--- src/rtl/pio_input_filter_if.sv ---
// rtl/pio_input_filter_if.sv - pin, filter config and event signals of the PIO input filter
interface pio_input_filter_if #(
    parameter int pioWidth    = 10,
    parameter int filterWidth = 4
);
    logic [pioWidth-1:0]    pin_i;
    logic [filterWidth-1:0] filter_len;
    logic [pioWidth-1:0]    rise_en;
    logic [pioWidth-1:0]    fall_en;
    logic [pioWidth-1:0]    evt_clr;
    logic [pioWidth-1:0]    filtered;
    logic [pioWidth-1:0]    evt_pending;
    logic                   irq;

    modport master (
        output pin_i, filter_len, rise_en, fall_en, evt_clr,
        input  filtered, evt_pending, irq
    );

    modport slave (
        input  pin_i, filter_len, rise_en, fall_en, evt_clr,
        output filtered, evt_pending, irq
    );
endinterface

--- src/rtl/pio_input_filter.sv ---
// rtl/pio_input_filter.sv - per-pin synchroniser, glitch filter, edge detect and sticky event irq
module pio_input_filter #(
    parameter int pioWidth    = 10,
    parameter int filterWidth = 4,
    parameter int syncStages  = 2
) (
    input  logic              clk,
    input  logic              reset_n,
    pio_input_filter_if.slave bus
);

    logic [pioWidth-1:0]    sync_q [syncStages];
    logic [filterWidth-1:0] cnt_q  [pioWidth];
    logic [pioWidth-1:0]    filtered_q;
    logic [pioWidth-1:0]    pending_q;
    logic [pioWidth-1:0]    s;
    logic [pioWidth-1:0]    update;
    logic [pioWidth-1:0]    set;

    assign s = sync_q[syncStages-1];

    always_ff @(posedge clk or negedge reset_n) begin
        if (!reset_n) begin
            for (int k = 0; k < syncStages; k++) begin
                sync_q[k] <= '0;
            end
        end else begin
            sync_q[0] <= bus.pin_i;
            for (int k = 1; k < syncStages; k++) begin
                sync_q[k] <= sync_q[k-1];
            end
        end
    end

    // The >= compare lets a lowered filter_len take effect mid-count and keeps cnt from wrapping.
    always_comb begin
        update = '0;
        set    = '0;
        for (int i = 0; i < pioWidth; i++) begin
            update[i] = (s[i] != filtered_q[i]) && (cnt_q[i] >= bus.filter_len);
            set[i]    = update[i] && (s[i] ? bus.rise_en[i] : bus.fall_en[i]);
        end
    end

    always_ff @(posedge clk or negedge reset_n) begin
        if (!reset_n) begin
            filtered_q <= '0;
            for (int i = 0; i < pioWidth; i++) begin
                cnt_q[i] <= '0;
            end
        end else begin
            for (int i = 0; i < pioWidth; i++) begin
                if (s[i] == filtered_q[i]) begin
                    cnt_q[i] <= '0;
                end else if (update[i]) begin
                    filtered_q[i] <= s[i];
                    cnt_q[i]      <= '0;
                end else begin
                    cnt_q[i] <= cnt_q[i] + filterWidth'(1);
                end
            end
        end
    end

    // Set has priority over clear so an edge landing with a clear pulse is never lost.
    always_ff @(posedge clk or negedge reset_n) begin
        if (!reset_n) begin
            pending_q <= '0;
        end else begin
            pending_q <= set | (pending_q & ~bus.evt_clr);
        end
    end

    assign bus.filtered    = filtered_q;
    assign bus.evt_pending = pending_q;
    assign bus.irq         = |pending_q;

endmodule

--- src/flat_wrapper.sv ---
// flat-port wrapper written by rule: the top's interface ports become plain ports
module pio_input_filter_flat 
#(
    parameter int pioWidth    = 10,
    parameter int filterWidth = 4,
    parameter int syncStages  = 2
)
  (clk, reset_n, bus_pin_i, bus_filter_len, bus_rise_en, bus_fall_en, bus_evt_clr, bus_filtered, bus_evt_pending, bus_irq);
  pio_input_filter_if #(.pioWidth(pioWidth), .filterWidth(filterWidth)) bus_i ();
  input  logic clk;
  input  logic reset_n;
  input wire logic [$bits(bus_i.pin_i)-1:0] bus_pin_i;
  input wire logic [$bits(bus_i.filter_len)-1:0] bus_filter_len;
  input wire logic [$bits(bus_i.rise_en)-1:0] bus_rise_en;
  input wire logic [$bits(bus_i.fall_en)-1:0] bus_fall_en;
  input wire logic [$bits(bus_i.evt_clr)-1:0] bus_evt_clr;
  output wire logic [$bits(bus_i.filtered)-1:0] bus_filtered;
  output wire logic [$bits(bus_i.evt_pending)-1:0] bus_evt_pending;
  output wire logic [$bits(bus_i.irq)-1:0] bus_irq;
  assign bus_i.pin_i = bus_pin_i;
  assign bus_i.filter_len = bus_filter_len;
  assign bus_i.rise_en = bus_rise_en;
  assign bus_i.fall_en = bus_fall_en;
  assign bus_i.evt_clr = bus_evt_clr;
  assign bus_filtered = bus_i.filtered;
  assign bus_evt_pending = bus_i.evt_pending;
  assign bus_irq = bus_i.irq;
  pio_input_filter #(.pioWidth(pioWidth), .filterWidth(filterWidth), .syncStages(syncStages)) u_core (.clk(clk), .reset_n(reset_n), .bus(bus_i));
endmodule
--- config.mk ---
export PLATFORM = sky130hd
export DESIGN_NAME = pio_input_filter_flat
export DESIGN_NICKNAME = d
export VERILOG_FILES = /design/src/rtl/pio_input_filter_if.sv /design/src/rtl/pio_input_filter.sv /design/src/flat_wrapper.sv
export SDC_FILE = /design/constraint.sdc
export NUM_CORES = 1
export LEC_CHECK = 0
export ABC_AREA = 1
export CORE_ASPECT_RATIO = 1.75
export CORE_MARGIN = 2
export CORE_UTILIZATION = 50
export CTS_BUF_LIST = sky130_fd_sc_hd__clkbuf_4
export CTS_CLUSTER_DIAMETER = 150
export DETAILED_ROUTE_END_ITERATION = 10
export GPL_TIMING_DRIVEN = 0
export HOLD_SLACK_MARGIN = 0.06
export PLACE_DENSITY = 0.75
export SLEW_MARGIN = 20
export SYNTH_ARGS = -nofsm -noshare
export SYNTH_HDL_FRONTEND = slang
export SYNTH_SLANG_ARGS = --single-unit
--- constraint.sdc ---
create_clock -name clk -period 1.4 [get_ports clk]
set_input_delay 0.28 -clock clk [delete_from_list [all_inputs] [get_ports clk]]
set_output_delay 0.28 -clock clk [all_outputs]
set_load 0.01 [all_outputs]
==> metrics.md <==
| Metric | Value |
|---|---|
| ANT nets after route | `0` |
| CTS sink count | `80` |
| Crit end category | `output pin` |
| Cell Area, Synth | `4450 um2` |
| Total grt overflow | `0` |
| Post-synthesis sequential area ratio | `between 40 and 50%` |
| Die boundary width | `roughly 75 um` |
| FF+latch count, synth | `80` |
| Cell Rows | `45` |
| Worst-Margin Slew | `between 400 and 500 ps` |
| P_sw | `between 2 and 3 mW` |
| Detailed Route Iter0 Violations | `133` |
| Post-synth net total | `605` |
| Routed wire per std cell | `12.1 um` |
| Sw Share | `38.3%` |
| IO Port Bufs | `66` |
| Share of post-route cells with drive strength above 1 | `22.1%` |
| Final setup fails | `1` |
| Setup crit start kind | `register` |
| Worst hold path type | `in -> reg` |
| Initial core utilization | `51.3%` |
| Maximum clock frequency | `0.558 GHz` |
| Htree depth | `3` |
| Synth Area in Adders | `14.1%` |
| Syn avg cell area | `8.75 um2` |
| Xor and xnor fraction of the mapped netlist area | `just under 4%` |
| Combinational power share | `44.0%` |
| Vias in the first global route | `3670` |
| Synth-to-layout area growth | `27.8%` |
| Ys Warns | `0` |
| Failing checks | `negative setup slack` |
| Cell variety after synth | `23` |
| Tot GR Track Use | `between 20% and 30%` |
| CTS Buf Count | `9` |
| Clock share of power | `around 14%` |
| Via Count | `3534` |
| Clock Latency Late Sink | `430 ps` |
| CP required | `1120 ps` |
| Reg clk slew, reported paths | `110 ps` |
| Largest net degree at the start of global routing | `48` |
| PwrDens | `~1300 nW/um2` |
| Largest fanout on the critical path | `2` |
| Max-slew headroom | `70.0%` |
| Slew Viols, Final | `0` |
| Vias/cell | `approximately 4.8` |
| Leakage power | `approximately 3.1 nW` |
| Pre-antenna DRT Iters | `4` |
| Final setup margin | `-394 ps` |
| WL final | `between 8000 and 9000 um` |
| Period utilization | `128%` |
| CTS Root Cell | `clkbuf_4` |
| TritonCTS clock tree | `yes` |
| Int Power | `about 4.7 mW` |
| # DRC | `0` |
| Synth Area in Simple Gates | `around a quarter` |
| First-pass GRT wire length | `around 15000 um` |
| Clock Tree Buf Depth | `2` |
| Core area | `8670 um2` |
| Final Util | `65.6%` |
| Mapped Cells | `509` |
| DP Wirelength | `6560 um` |
| Minimum clock period | `1790 ps` |
| Initial antenna violation count | `1` |
| Nets | `between 700 and 800` |
| Final-report hold violation count | `0` |
| Pre-CTS WS | `-702 ps` |
| DP Cell Count | `693` |
| WS Path Type | `reg -> out` |
| Sequential Power Share | `41.8%` |
| Compound-gate portion of the synthesized area | `3.88%` |
| Non-Filler Instances | `around 730` |
| GPL Wtd Cong | `0.762` |
| Ports | `67` |
| Critical path arrival | `1510 ps` |
| Post-Route Skew | `12.5 ps` |
| Die extent in y | `129 um` |
| Status | `complete, but fails checks` |
| Largest family of logic cells by synthesized area | `simple AND/OR/NAND/NOR gates` |
| Mux cell area share after synthesis | `0%` |
| RSZ-0062 raised after global routing | `yes` |
| Peak supply drop | `roughly 0.00086 V` |
| Die ar. | `approximately 9700 um2` |
| Max cap viols | `0` |
synthesized netlist by cell type:
master / count / area share [%]
nand2_1: 143 / 12
dfrtp_1: 80 / 45
inv_1: 77 / 6.5
ha_1: 50 / 14
nor2_1: 42 / 3.5
inv_2: 18 / 1.5
nand3_1: 18 / 2.0
nand4_1: 11 / 1.5
nand4_2: 10 / 2.8
xnor2_1: 10 / 2.0
xor2_1: 10 / 2.0
a21oi_2: 8 / 1.6
a22oi_1: 8 / 1.3
nand2_2: 8 / 1.1
or2_2: 4 / 0.56
a21oi_4: 2 / 0.73
nand2_4: 2 / 0.51
nand3_2: 2 / 0.45
or2_0: 2 / 0.28
nor3_1: 1 / 0.11
nor4_1: 1 / 0.14
o21ai_0: 1 / 0.11
o21ai_1: 1 / 0.11
worst max-delay path, cell delays in order, from the launching register on:
cell and delay [ps]:
dfrtp_1 410, inv_2 60, nand4_1 220, nor3_2 180, nand2_1 70, buf_2 140
sequential cells by signal, indices dropped and copies added (netlist names):
register,count
u_core.sync_q,10
u_core.bus.filtered,10
u_core.s,10
u_core.cnt_q,40
u_core.bus.evt_pending,10
through the flow:
stage	instance area, um2	TNS [ps]	total power [mW]	hold WS, ps
after floorplan	4450	0	5.13	-15.6
after global placement	5260	-251300	6.17	334
after detailed placement	5280	-37000	6.34	259
after CTS	5610	-494	7.56	247
after global routing	5690	-542	8.26	245
final	5690	-394	7.61	271
power by group through the flow:
stage	registers, mW	clock network [mW]	logic [mW]
2_1_floorplan	3.31	0	1.82
3_3_place_gp	3.28	0	2.89
3_5_place_dp	3.31	0	3.03
4_1_cts	3.18	1.11	3.26
5_1_grt	3.25	1.20	3.81
6_report	3.18	1.08	3.35
placed cells by master (no fill, tap or decap), types with 5 or more instances in the layout:
cell type	count
clkbuf_4	11
xnor2_1	10
clkbuf_2	13
buf_4	22
nand2_2	16
nand2_1	135
inv_2	19
nand4_1	11
a21oi_2	7
ha_1	46
nand3_1	15
clkdlybuf4s50_1	40
inv_1	73
xor2_1	10
buf_6	6
dfrtp_1	80
nand4_2	7
nand3_2	5
a22oi_1	8
nor2_1	39
metal layers:
metal | track usage (%) | wire length (um)
met5 | 0 | 0
met4 | 8.46 | 222
met3 | 5.09 | 262
met2 | 38.0 | 5070
met1 | 20.1 | 3360
final timing paths:
path                                           start                         to  slack (ps)  cells after the start
max in group asynchronous                    reset_n           u_core.cnt_q[38]         500                      3
hold reg to reg                    u_core.sync_q[16]                u_core.s[6]         360                      0
setup / recovery           u_core.bus.evt_pending[5]                    bus_irq        -390                      5
hold / removal                          bus_pin_i[9]          u_core.sync_q[19]         270                      1
setup reg to reg                    u_core.cnt_q[15]  u_core.bus.evt_pending[6]          70                      5
min in group asynchronous                    reset_n          u_core.sync_q[15]         330                      2
timing repair:
| action | 4_1_cts | 5_1_grt |
|---|---|---|
| pin swaps | 5 | 3 |
| setup endpoints to repair | 81 | 28 |
| hold endpoints to repair | 33 | 0 |
| buffers inserted | 18 | 9 |
| resized for setup | 71 | 32 |
| hold buffers | 1 | 0 |
cells by family (layout without fill, tap and decap cells):
| family | after synthesis | after routing |
|---|---|---|
| buffers and inverters | 95 | 202 |
| DFF | 80 | 80 |
| adders and majority gates | 50 | 50 |
| other | 0 | 1 |
| AOI/OAI and AO/OA | 20 | 20 |
| xor gates and xnor gates | 20 | 20 |
| and+or+nand+nor | 244 | 244 |
final cells by class:
cell class / instances / area (um2)
antenna: 1 / 2.50
clock buffer: 11 / 82.6
clock inverter: 2 / 10.0
fill: 745 / 2980
inverter: 95 / 368
multi-input combinational: 334 / 2220
sequential: 80 / 2000
tap: 117 / 146
timing repair buffer: 94 / 852
(Power assumes the default switching activity.)
